`src/rtl/stim_select_datapath.sv`:
```
// Select datapath for the sine-stimulus driver: address-switch routing, word
// selection and single-bit serialization toward the stimulator chip pins.
module stim_select_datapath #(
    parameter int DATA_W = 8,
    parameter int IDX_W  = 3
) (
    input  logic              clk_in,
    input  logic              bt_res,
    input  logic              sw_cha0_sel3,
    input  logic              sw_cha0_sel2,
    input  logic              sw_cha0_sel1,
    input  logic              sw_cha0_sel0,
    input  logic              sw_cha1_sel3,
    input  logic              sw_cha1_sel2,
    input  logic              sw_cha1_sel1,
    input  logic              sw_cha1_sel0,
    input  logic [3:0]        adr_select,
    input  logic [DATA_W-1:0] reset_val,
    input  logic [DATA_W-1:0] data0,
    input  logic [DATA_W-1:0] data1,
    input  logic [3:0]        cha_select,
    input  logic [IDX_W-1:0]  din_select,
    output logic [DATA_W-1:0] din_data,
    output logic              sel3,
    output logic              sel2,
    output logic              sel1,
    output logic              sel0,
    output logic              serial_din
);

    logic [3:0] adr_next;
    logic [3:0] sel_q;
    logic       serial_q;

    always_comb begin
        adr_next = '0;
        case (adr_select)
            4'd0:    adr_next = {sw_cha0_sel3, sw_cha0_sel2, sw_cha0_sel1, sw_cha0_sel0};
            4'd1:    adr_next = {sw_cha1_sel3, sw_cha1_sel2, sw_cha1_sel1, sw_cha1_sel0};
            default: adr_next = '0;
        endcase
    end

    always_comb begin
        din_data = '0;
        case (cha_select)
            4'd0:    din_data = reset_val;
            4'd1:    din_data = data0;
            4'd2:    din_data = data1;
            default: din_data = '0;
        endcase
    end

    // Pin-facing outputs are registered so the chip never sees mux glitches.
    always_ff @(posedge clk_in or negedge bt_res) begin
        if (!bt_res) begin
            sel_q    <= '0;
            serial_q <= 1'b0;
        end else begin
            sel_q    <= adr_next;
            serial_q <= din_data[din_select];
        end
    end

    assign sel3       = sel_q[3];
    assign sel2       = sel_q[2];
    assign sel1       = sel_q[1];
    assign sel0       = sel_q[0];
    assign serial_din = serial_q;

endmodule

```
`config.mk`:
```
export PLATFORM = sky130hd
export DESIGN_NAME = stim_select_datapath
export DESIGN_NICKNAME = d
export VERILOG_FILES = /design/src/rtl/stim_select_datapath.sv
export SDC_FILE = /design/constraint.sdc
export NUM_CORES = 1
export LEC_CHECK = 0
export BUFFER_PORTS_ARGS = -buffer_cell sky130_fd_sc_hd__buf_2
export CORE_MARGIN = 2
export CORE_UTILIZATION = 38
export DETAILED_ROUTE_END_ITERATION = 6
export PLACE_DENSITY_LB_ADDON = 0.3
export SLEW_MARGIN = 20
export SYNTH_ARGS = -nofsm -noshare
export SYNTH_HDL_FRONTEND = slang
export SYNTH_SLANG_ARGS = --single-unit
```
`constraint.sdc`:
```
create_clock -name clk_in -period 1.6 [get_ports clk_in]
set_clock_uncertainty 0.15 [all_clocks]
set_input_delay 0.08 -clock clk_in [delete_from_list [all_inputs] [get_ports clk_in]]
set_output_delay 0.08 -clock clk_in [all_outputs]
set_load 0.01 [all_outputs]
```
[Word level (Yosys, flattened, before mapping)]
Index checks and enable logic that the tools add are counted.
Cells by class
  reduce and logical (&&, ||, !) cells: 2
  equality and inequality tests: 3
  multiplexer cells: 4
  order comparisons: 1
Operators by type and width (number)
  8-bit case mux with 3 select lines: 1
  4-bit by 1-bit == test with 1-bit output (second input constant): 2
  4-bit logical NOT: 2
  4-bit case mux with 2 select lines: 1
  4-bit by 2-bit == test with 1-bit output (second input constant): 1
  3-bit by 4-bit < comparator with 1-bit output (second input constant): 1
  1-bit binary-select mux with 3-bit select: 1
  1-bit 2-to-1 mux: 1
Word-level totals
  output and inout port bits: 13
  register bits after elaboration: 5

[Longest topological paths before layout]
Gate-level depths: netlist of run 1.
  depth in word-level cells: 4
  depth in mapped cells: 6

[Worst setup path before layout of run 1]
Ideal clock, no wire load.
  kind: input to register
  start point: input cha_select[0]
  end point: register serial_q (netlist: serial_din)
  data arrival time: 1.042 ns
  path slack: 0.284 ns
  stages: 5
  path through: buf_2 -> clkbuf_1 -> o2bb2ai_1 -> o211a_1 -> a211o_1
On the way
  longest elaborated chain between the ends: 4
  elaborated cells between the ends (all ways): 6
  those cells by class: eq/ne (2); mux (3); reduce/logical (1)
Ends and longest elaborated chain
  start: declaration: RTL line 21  | input logic [3:0] cha_select,
  4-bit by 2-bit == test with 1-bit output (tied with other cells): RTL line 46  | case (cha_select)
  8-bit case mux with 3 select lines *: RTL line 46
  1-bit binary-select mux with 3-bit select *: RTL line 61  | serial_q <= din_data[din_select];
  1-bit 2-to-1 mux (implied by the code) *: RTL line 61
  end signal: assignment: RTL line 61
  end: declaration: RTL line 33  | logic serial_q;
Mark *: on every way between the ends. The rest lies on a longest branch, timed or not. The select of a mux whose other input is x is not followed.

[Final worst setup path of run 1]
  start point: input sw_cha0_sel2
  end point: register sel_q[2]
On the way
  longest elaborated chain between the ends: 1
Ends and longest elaborated chain
  start: declaration: RTL line 10  | input logic sw_cha0_sel2,
  4-bit case mux with 2 select lines: RTL line 37  | case (adr_select)
  net adr_next[2]: RTL line 31  | logic [3:0] adr_next;
  end signal: assignment: RTL line 60  | sel_q <= adr_next;
  end: declaration: RTL line 32  | logic [3:0] sel_q;
The timed path passes the listed nets, and every way through them passes these cells.

==> flow_metrics.env, run 1 <==
export IMPL_status="finished, final reports clean"
export IMPL_synth_xor_area_share=0
export IMPL_yosysWarnings=0
export IMPL_drive_above_1_share=0.467
export IMPL_critical_path_cell_chain="dlygate4sd3_1 > buf_2 > mux2i_1 > dlygate4sd3_1 > nor2_1"
export IMPL_antenna_left=0
export IMPL_fin_crit_ps=1500
export IMPL_cpMostUsedCell="dlygate4sd3_1"
export IMPL_max_freq_mhz=668
export IMPL_fin_setup_tns_ps=0
export IMPL_cts_inserted_buffers=3
export IMPL_rsz0062_at_grt="no"
export IMPL_relSlewSlack=0.789
export IMPL_start_util=0.404
export IMPL_worstPathMaxFanout=1
export IMPL_placementRows=14
export IMPL_hp_start="adr_select[2]"
export IMPL_yosys_area_share_simple=0.272
export IMPL_route_detailed_wl_per_inst_um=10.6
export IMPL_cts_setup_buffers=0
export IMPL_synth_mux_area_frac=0.274
export IMPL_seq_area_um2=125
export IMPL_most_common_layout_cells="buf_2 (57), nor2_1 (17), mux2i_1 (12)"
export IMPL_total_power_uw=468
export IMPL_cts_buffer_depth=2
export IMPL_hp_class="in -> reg"
export IMPL_maxSlewViolCount=0
export IMPL_synth_compound_area_share=0.160
export IMPL_hold_viol=0
export IMPL_firstDrtPassIters=4
export IMPL_core_um2=1490
export IMPL_area_growth_syn_to_layout_pct=63.4
export IMPL_critical_path_class="in -> reg"
export IMPL_fin_crit_sh=0.935
export IMPL_drcViolationCount=0
export IMPL_grt_pass1_vias=670
export IMPL_tightest_slew_ps=317
export IMPL_p_per_area_nw_per_um2=475
export IMPL_synthCells=72
export IMPL_cp_data_required_time_ps=1570
export IMPL_tritoncts="built"
export IMPL_vias_per_cell=4.93
export IMPL_finalSetupViolations=0
export IMPL_synth_top_family_by_area="multiplexers"
export IMPL_io_buffers=57
export IMPL_dp_hpwl_um=1220
export IMPL_arrival_ps=1460
export IMPL_drv_cap=0
export IMPL_p_leak_uw=0.000552
export IMPL_syn_num_nets=117
export IMPL_cpPeakStageDelay_ps=560
export IMPL_vias=754
export IMPL_start_kind="input port"
export IMPL_synth_yosys_seq_area_share=0.208
export IMPL_multiInputGateArea_um2=425
export IMPL_gr_usage_all_layers=0.178
export IMPL_h_tree_depth=1
export IMPL_min_to="sel_q[0]"
export IMPL_ys_ff_latch=5
export IMPL_fp_dieW_um=43.8
export IMPL_dieHeight_um=43.8
export IMPL_gp_congestion=0.740
export IMPL_peakVddDrop_v=0.000302
export IMPL_design_die_area_um2=1920
export IMPL_netlist_area_um2=602
export IMPL_antenna_cells=0
export IMPL_overflow=0
export IMPL_critPathSlowestCell="dlygate4sd3_1"
export IMPL_nNetsFinal=183
export IMPL_clk_pin_slew_ps=40
export IMPL_cts_sinks=5
export IMPL_cp_end_kind="register"
export IMPL_avgSynthCellArea_um2=8.36
export IMPL_synth_distinct_cells=27
export IMPL_grt_start_max_net_pins=17
export IMPL_ios=58
export IMPL_fill_cells=134
export IMPL_antenna_found_initial=0
export IMPL_worstHoldPathCells=3
export IMPL_grt_pass1_wl_um=2640
export IMPL_wl_um=1620
export IMPL_drt_iter0_drc=7
export IMPL_synth_fa_ha_area_frac=0
export IMPL_cts_root_buffer="clkbuf_4"
export IMPL_final_common_cell="buf_2"
==> metrics by stage <==
step | util | area, um^2 | hold WS [ps] | instances | worst slack (ps)
after floorplan | - | 602 | -366 | 72 | 284
final | 0.661 | 983 | 15.3 | 153 | 104
after global routing | 0.661 | 983 | 25.2 | 153 | 62.6
after CTS | 0.661 | 983 | 2.67 | 153 | 147
after detailed placement | 0.582 | 867 | -256 | 140 | 119
after global placement | 0.582 | 867 | -257 | 140 | 131
==> cells in the mapped netlist, drive strengths merged <==
master	n	area [um^2]
a21oi	4	20.0
mux4	2	45.0
a211o	1	8.76
and2	1	6.26
o2bb2ai	1	8.76
o21a	3	22.5
mux2i	12	120
nor2	17	63.8
nor2b	1	6.26
buf	4	40.0
inv	1	3.75
clkbuf	2	7.51
nand2	1	3.75
nand3b	4	30.0
o22ai	2	18.8
nor3	1	5.00
dfrtp	5	125
or2	1	6.26
or3	2	12.5
nand3	1	5.00
o211ai	1	7.51
nand2b	4	25.0
o211a	1	10.0
==> worst max-delay path: cells and delay by family <==
kind | cells | cell delay (ps)
buffers and inverters | 3 | 1230
multiplexers | 1 | 120
AND/OR/NAND/NOR | 1 | 40
==> worst max path at each step <==
| stage | endpoint | slack, ps | start |
|---|---|---|---|
| floorplan | serial_din | 280 | cha_select[0] |
| global placement | serial_din | 130 | cha_select[1] |
| detailed placement | serial_din | 120 | cha_select[1] |
| CTS | sel_q[3] | 150 | sw_cha0_sel3 |
| global route | sel_q[3] | 60 | sw_cha0_sel3 |
| finish | sel_q[2] | 100 | sw_cha0_sel2 |
==> cells by family (layout without fill, tap and decap cells) <==
family	after synthesis	count (layout)
AND/OR/NAND/NOR	33	33
buffers and inverters	7	72
AO/OA/AOI/OAI	13	13
multiplexers	14	14
flip-flops	5	5
==> power by group <==
part	leakage (uW)	internal (uW)	switching [uW]	total, uW
Combinational	0.000468	111	82.9	194
Clock	0.0000150	94.0	47.2	141
Sequential	0.0000685	131	0.819	132
Total	0.000552	337	131	468
==> per-layer routing <==
metal	wire length [um]	up-vias	share of wire	global-route usage
met3	126	2	0.078	0.0333
li1	-	385	-	-
met4	17	0	0.010	0.0848
met5	0	-	0	0
met1	698	334	0.43	0.225
met2	781	33	0.48	0.291
==> flip-flops by register name, summed over array words and instances (netlist names) <==
signal and flops:
sel_q 4, serial_din 1
==> area by class of cell <==
cell class / instances / area share
tap: 16 / 0.0204
sequential: 5 / 0.127
inverter: 1 / 0.00382
multi-input combinational: 60 / 0.433
clock buffer: 4 / 0.0267
timing repair buffer: 67 / 0.389
==> repair_timing <==
item	in CTS	in global routing
hold buffers	9	0
hold endpoints to repair	9	0
gates resized for setup	0	0
Power figures use the tool's default switching activity.
==> run 2: changes to the inputs <==
SETUP_SLACK_MARGIN = 0.4   (was default)
SKIP_LAST_GASP = 1   (was default)
==> run 2 against run 1 <==
Effect of this change: worst setup slack gained 360 ps; non-clock buffer count did not move; sequential cell count is the same; design area increased by 3.1%; fmax is 32% higher; clock-buffer cell count unchanged; combinational power increased by 4%; critical path depth increased by 1; largest power group unchanged.
==> flow_metrics.env, run 2 (synthesis results as in run 1) <==
export IMPL_hp_class="in -> reg"
export IMPL_drv_cap=0
export IMPL_cts_buffer_depth=2
export IMPL_p_int_uw=340
export IMPL_gp_congestion=0.787
export IMPL_fin_setup_tns_ps=0
export IMPL_p_leak_uw=0.000556
export IMPL_cts_sinks=5
export IMPL_dieHeight_um=43.8
export IMPL_tightest_slew_ps=317
export IMPL_overflow=0
export IMPL_grt_pass1_wl_um=2700
export IMPL_cts_inserted_buffers=3
export IMPL_gr_usage_all_layers=0.185
export IMPL_route_detailed_wl_per_inst_um=11.2
export IMPL_p_sw_frac=0.297
export IMPL_placementRows=14
export IMPL_h_tree_depth=1
export IMPL_grt_start_max_net_pins=17
export IMPL_final_cell_area_um2=1010
export IMPL_finalSetupViolations=0
export IMPL_antenna_cells=0
export IMPL_area_growth_syn_to_layout_pct=68.4
export IMPL_relSlewSlack=0.788
export IMPL_cts_root_buffer="clkbuf_4"
export IMPL_cts_setup_buffers=0
export IMPL_wl_um=1710
export IMPL_fp_dieW_um=43.8
export IMPL_most_common_layout_cells="buf_2 (55), nor2_1 (17), mux2i_1 (11)"
export IMPL_largest_reg_flops=4
export IMPL_status="finished, final reports clean"
export IMPL_drive_above_1_share=0.511
export IMPL_dp_hpwl_um=1270
export IMPL_antenna_left=0
export IMPL_core_um2=1490
export IMPL_hold_viol=0
export IMPL_placed_area_um2=867
export IMPL_vias=763
export IMPL_seq_power_share=0.273
export IMPL_critical_path_class="in -> out"
export IMPL_antenna_found_initial=0
export IMPL_start_kind="input port"
export IMPL_fin_crit_sh=0.711
export IMPL_arrival_ps=910
export IMPL_largest_register="sel_q"
export IMPL_rsz0062_at_grt="no"
export IMPL_start_util=0.404
export IMPL_vias_per_cell=4.99
export IMPL_fin_ws_ps=462
export IMPL_worstPathMaxFanout=15
export IMPL_drcViolationCount=0
export IMPL_cp_data_required_time_ps=1370
export IMPL_io_buffers=57
export IMPL_drt_iter0_drc=9
export IMPL_ios=58
export IMPL_peakVddDrop_v=0.000335
export IMPL_cp_end_kind="primary output"
export IMPL_final_common_cell="buf_2"
export IMPL_design_die_area_um2=1920
export IMPL_p_per_area_nw_per_um2=477
export IMPL_firstDrtPassIters=4
export IMPL_tritoncts="built"
export IMPL_power_frac_clock=0.311
export IMPL_max_freq_mhz=879
export IMPL_switching_power_uw=144
export IMPL_fin_crit_ps=1140
export IMPL_maxSlewViolCount=0
export IMPL_grt_pass1_vias=668
export IMPL_nNetsFinal=183
export IMPL_clk_pin_slew_ps=40
export IMPL_share_comb_of_total_power=0.416
export IMPL_pre_cts_ws_ps=107
-- run 2: cell counts in the layout (fill, tap and decap cells not counted) --
No cell type changed its count.
-- run 2: repair_timing --
item	in CTS	in global routing
endpoints found under the setup margin	7	5
hold buffers	9	0
resized for setup	2	7
endpoints found under the hold margin	9	0
-- run 2: path summary, 6_finish.rpt --
path / from / to / cells past startpoint
hold / removal: adr_select[2] / sel_q[3] / 3
max in group asynchronous: bt_res / sel_q[3] / 2
setup / recovery: cha_select[0] / din_data[1] / 6
min in group asynchronous: bt_res / sel_q[1] / 2
-- run 2: layout make-up --
type,count,area (um^2)
Clock buffer,4,26.3
Inverter,1,3.75
Fill cell,119,475
Timing Repair Buffer,67,392
Tap cell,16,20.0
Sequential cell,5,125
Multi-Input combinational cell,60,447
-- run 2: metrics by stage --
| step | hold slack [ps] | utilization | cells | total power (uW) |
|---|---|---|---|---|
| final | 19.2 | 0.681 | 153 | 484 |
| after detailed placement | -257 | 0.582 | 140 | 309 |
| after CTS | 13.0 | 0.664 | 153 | 479 |
| after floorplan | -366 | - | 72 | 237 |
| after global placement | -257 | 0.582 | 140 | 305 |
| after global routing | 44.5 | 0.681 | 153 | 513 |
-- run 2: routing by layer --
layer / up-vias / global-route usage / wire length, um
li1: 384 / - / -
met1: 336 / 0.234 / 677
met2: 37 / 0.294 / 825
met3: 6 / 0.0167 / 141
met4: 0 / 0.127 / 70
met5: - / 0 / 0
-- run 2: critical path, stage by stage --
cell     delay [ps]
buf_4           170
nor2b_2         180
buf_4           160
a21oi_2         130
nor2_1           50
buf_2           150
-- run 2: power groups by stage --
stage / combinational, uW / clock (uW) / sequential (uW)
2_1_floorplan: 99.9 / 0 / 137
3_3_place_gp: 171 / 0 / 134
3_5_place_dp: 175 / 0 / 134
4_1_cts: 194 / 153 / 132
5_1_grt: 222 / 158 / 132
6_report: 201 / 150 / 132
==> run 3: changes to the inputs <==
CORE_UTILIZATION = 32   (was 38)
clock period = 1.01 ns   (was 1.6 ns; I/O delays follow)
==> run 3 against run 2 <==
Effect of this change: the flow now finishes with violations (negative hold slack, negative setup slack); wire length rose by 12%; hold slack got worse by 79 ps; core utilization fell by 0.90 points; largest cell class unchanged; highest routed layer unchanged.
==> flow_metrics.env, run 3 (synthesis results as in run 1) <==
export IMPL_status="finished with violations"
export IMPL_violations="negative hold slack, negative setup slack"
export IMPL_gr_usage_all_layers=0.176
export IMPL_p_sw_frac=0.291
export IMPL_final_cell_area_um2=1170
export IMPL_fp_dieW_um=47.4
export IMPL_crit_end="din_data[6]"
export IMPL_cts_sinks=5
export IMPL_hp_class="in -> reg"
export IMPL_clk_pin_slew_ps=40
export IMPL_core_um2=1750
export IMPL_largest_reg_flops=4
export IMPL_seq_power_share=0.247
export IMPL_critPathSlowestCell="or2_4"
export IMPL_drv_cap=0
export IMPL_fin_ws_ps=-28.2
export IMPL_wl_met3_um=136
export IMPL_placed_area_um2=958
export IMPL_area_growth_syn_to_layout_pct=94.8
export IMPL_antenna_found_initial=0
export IMPL_tritoncts="built"
export IMPL_dp_hpwl_um=1480
export IMPL_grt_pass1_vias=735
export IMPL_cts_inserted_buffers=3
export IMPL_start_kind="input port"
export IMPL_antenna_cells=0
export IMPL_dieHeight_um=47.4
export IMPL_max_freq_mhz=963
export IMPL_highest_layer="met4"
export IMPL_maxSlewViolCount=0
export IMPL_switching_power_uw=247
export IMPL_arrival_ps=840
export IMPL_cp_data_required_time_ps=810
export IMPL_wl_um=1920
export IMPL_firstDrtPassIters=4
export IMPL_met2_wirelength_um=985
export IMPL_largest_register="sel_q"
export IMPL_ctsHoldBuffers=1
export IMPL_pre_cts_ws_ps=-460
export IMPL_cpMostUsedCell="buf_6"
export IMPL_rsz0062_at_grt="yes"
export IMPL_critical_path_buf_inv_count=4
export IMPL_total_power_uw=849
export IMPL_overflow=0
export IMPL_cp_end_kind="primary output"
export IMPL_gp_congestion=0.747
export IMPL_fin_crit_ps=1040
export IMPL_wl_met1_um=791
export IMPL_fin_crit_sh=1.03
export IMPL_p_int_uw=602
export IMPL_start_util=0.345
export IMPL_vias_per_cell=4.68
export IMPL_ios=58
export IMPL_cts_root_buffer="clkbuf_4"
export IMPL_drt_iter0_drc=17
export IMPL_worstPathMaxFanout=3
export IMPL_route_detailed_wl_per_inst_um=11.5
export IMPL_design_die_area_um2=2240
export IMPL_antenna_left=0
export IMPL_cp_top_family="buffers and inverters"
export IMPL_drive_above_1_share=0.669
export IMPL_nNetsFinal=188
export IMPL_critical_path_class="in -> out"
export IMPL_most_common_layout_cells="buf_2 (52), nor2_1 (9), buf_4 (9)"
export IMPL_finalSetupViolations=4
export IMPL_p_per_area_nw_per_um2=724
export IMPL_peakVddDrop_v=0.000531
export IMPL_path_depth=6
export IMPL_io_buffers=57
export IMPL_power_frac_clock=0.275
export IMPL_share_comb_of_total_power=0.478
export IMPL_h_tree_depth=1
export IMPL_whs_ps=-59.7
export IMPL_drcViolationCount=0
export IMPL_crit_path_start="cha_select[2]"
export IMPL_cpPeakStageDelay_ps=250
export IMPL_grt_pass1_wl_um=2860
export IMPL_hold_viol=4
export IMPL_grt_start_max_net_pins=9
export IMPL_relSlewSlack=0.873
export IMPL_cts_buffer_depth=2
export IMPL_p_leak_uw=0.000616
export IMPL_tightest_slew_ps=185
export IMPL_final_common_cell="buf_2"
export IMPL_critical_path_cell_chain="buf_6 > or2_4 > buf_6 > buf_6 > nor2_2 > buf_2"
export IMPL_placementRows=15
export IMPL_vias=781
-- run 3: cell types whose count changed in the layout (fill, tap and decap cells not counted), moves of 3 or more --
| cell | before | now |
|---|---|---|
| mux2i_1 | 11 | 8 |
| buf_6 | 1 | 6 |
| nor2_1 | 17 | 9 |
| buf_4 | 2 | 9 |
| nor2_2 | 0 | 8 |
| buf_2 | 55 | 52 |
| dlygate4sd3_1 | 9 | 1 |
-- run 3: cell type report --
type | count | area [um^2]
fill | 159 | 573
clock buffer | 4 | 26.3
timing repair buffer | 72 | 488
tap | 25 | 31.3
inverter | 1 | 3.75
multi-input combinational | 60 | 498
sequential | 5 | 125
-- run 3: what timing repair did --
action                     CTS  global route
resized for setup           21            12
pin swaps                    9             3
setup buffers                3             0
hold endpoints to repair     9             4
gates cloned                 1             0
setup endpoints to repair   16            18
-- run 3: through the flow --
stage	std cells	setup TNS [ps]	utilization
6_report	167	-51.5	0.672
5_1_grt	167	-210	0.672
4_1_cts	167	-97.5	0.645
3_5_place_dp	158	-1880	0.549
3_3_place_gp	158	-1570	0.549
2_1_floorplan	72	-297	-
-- run 3: worst min-delay path by stage --
stage,endpoint,depth (start not counted),slack [ps],startpoint
finish,sel_q[3],3,-60,sw_cha0_sel3
global route,sel_q[3],3,-50,adr_select[3]
CTS,sel_q[2],3,-70,adr_select[1]
detailed placement,serial_din,1,-290,bt_res
global placement,sel_q[1],1,-290,bt_res
floorplan,sel_q[0],0,-400,bt_res
-- run 3: layer usage --
layer,global-route usage,vias up
li1,-,396
met1,0.223,352
met2,0.322,31
met3,0.0154,2
met4,0.0333,0
met5,0,-
-- run 3: power groups by stage --
stage / Sequential (uW) / Clock (uW) / Combinational [uW]
detailed placement: 212 / 0 / 317
finish: 210 / 233 / 406
global route: 210 / 247 / 443
floorplan: 217 / 0 / 169
CTS: 209 / 234 / 386
global placement: 212 / 0 / 310
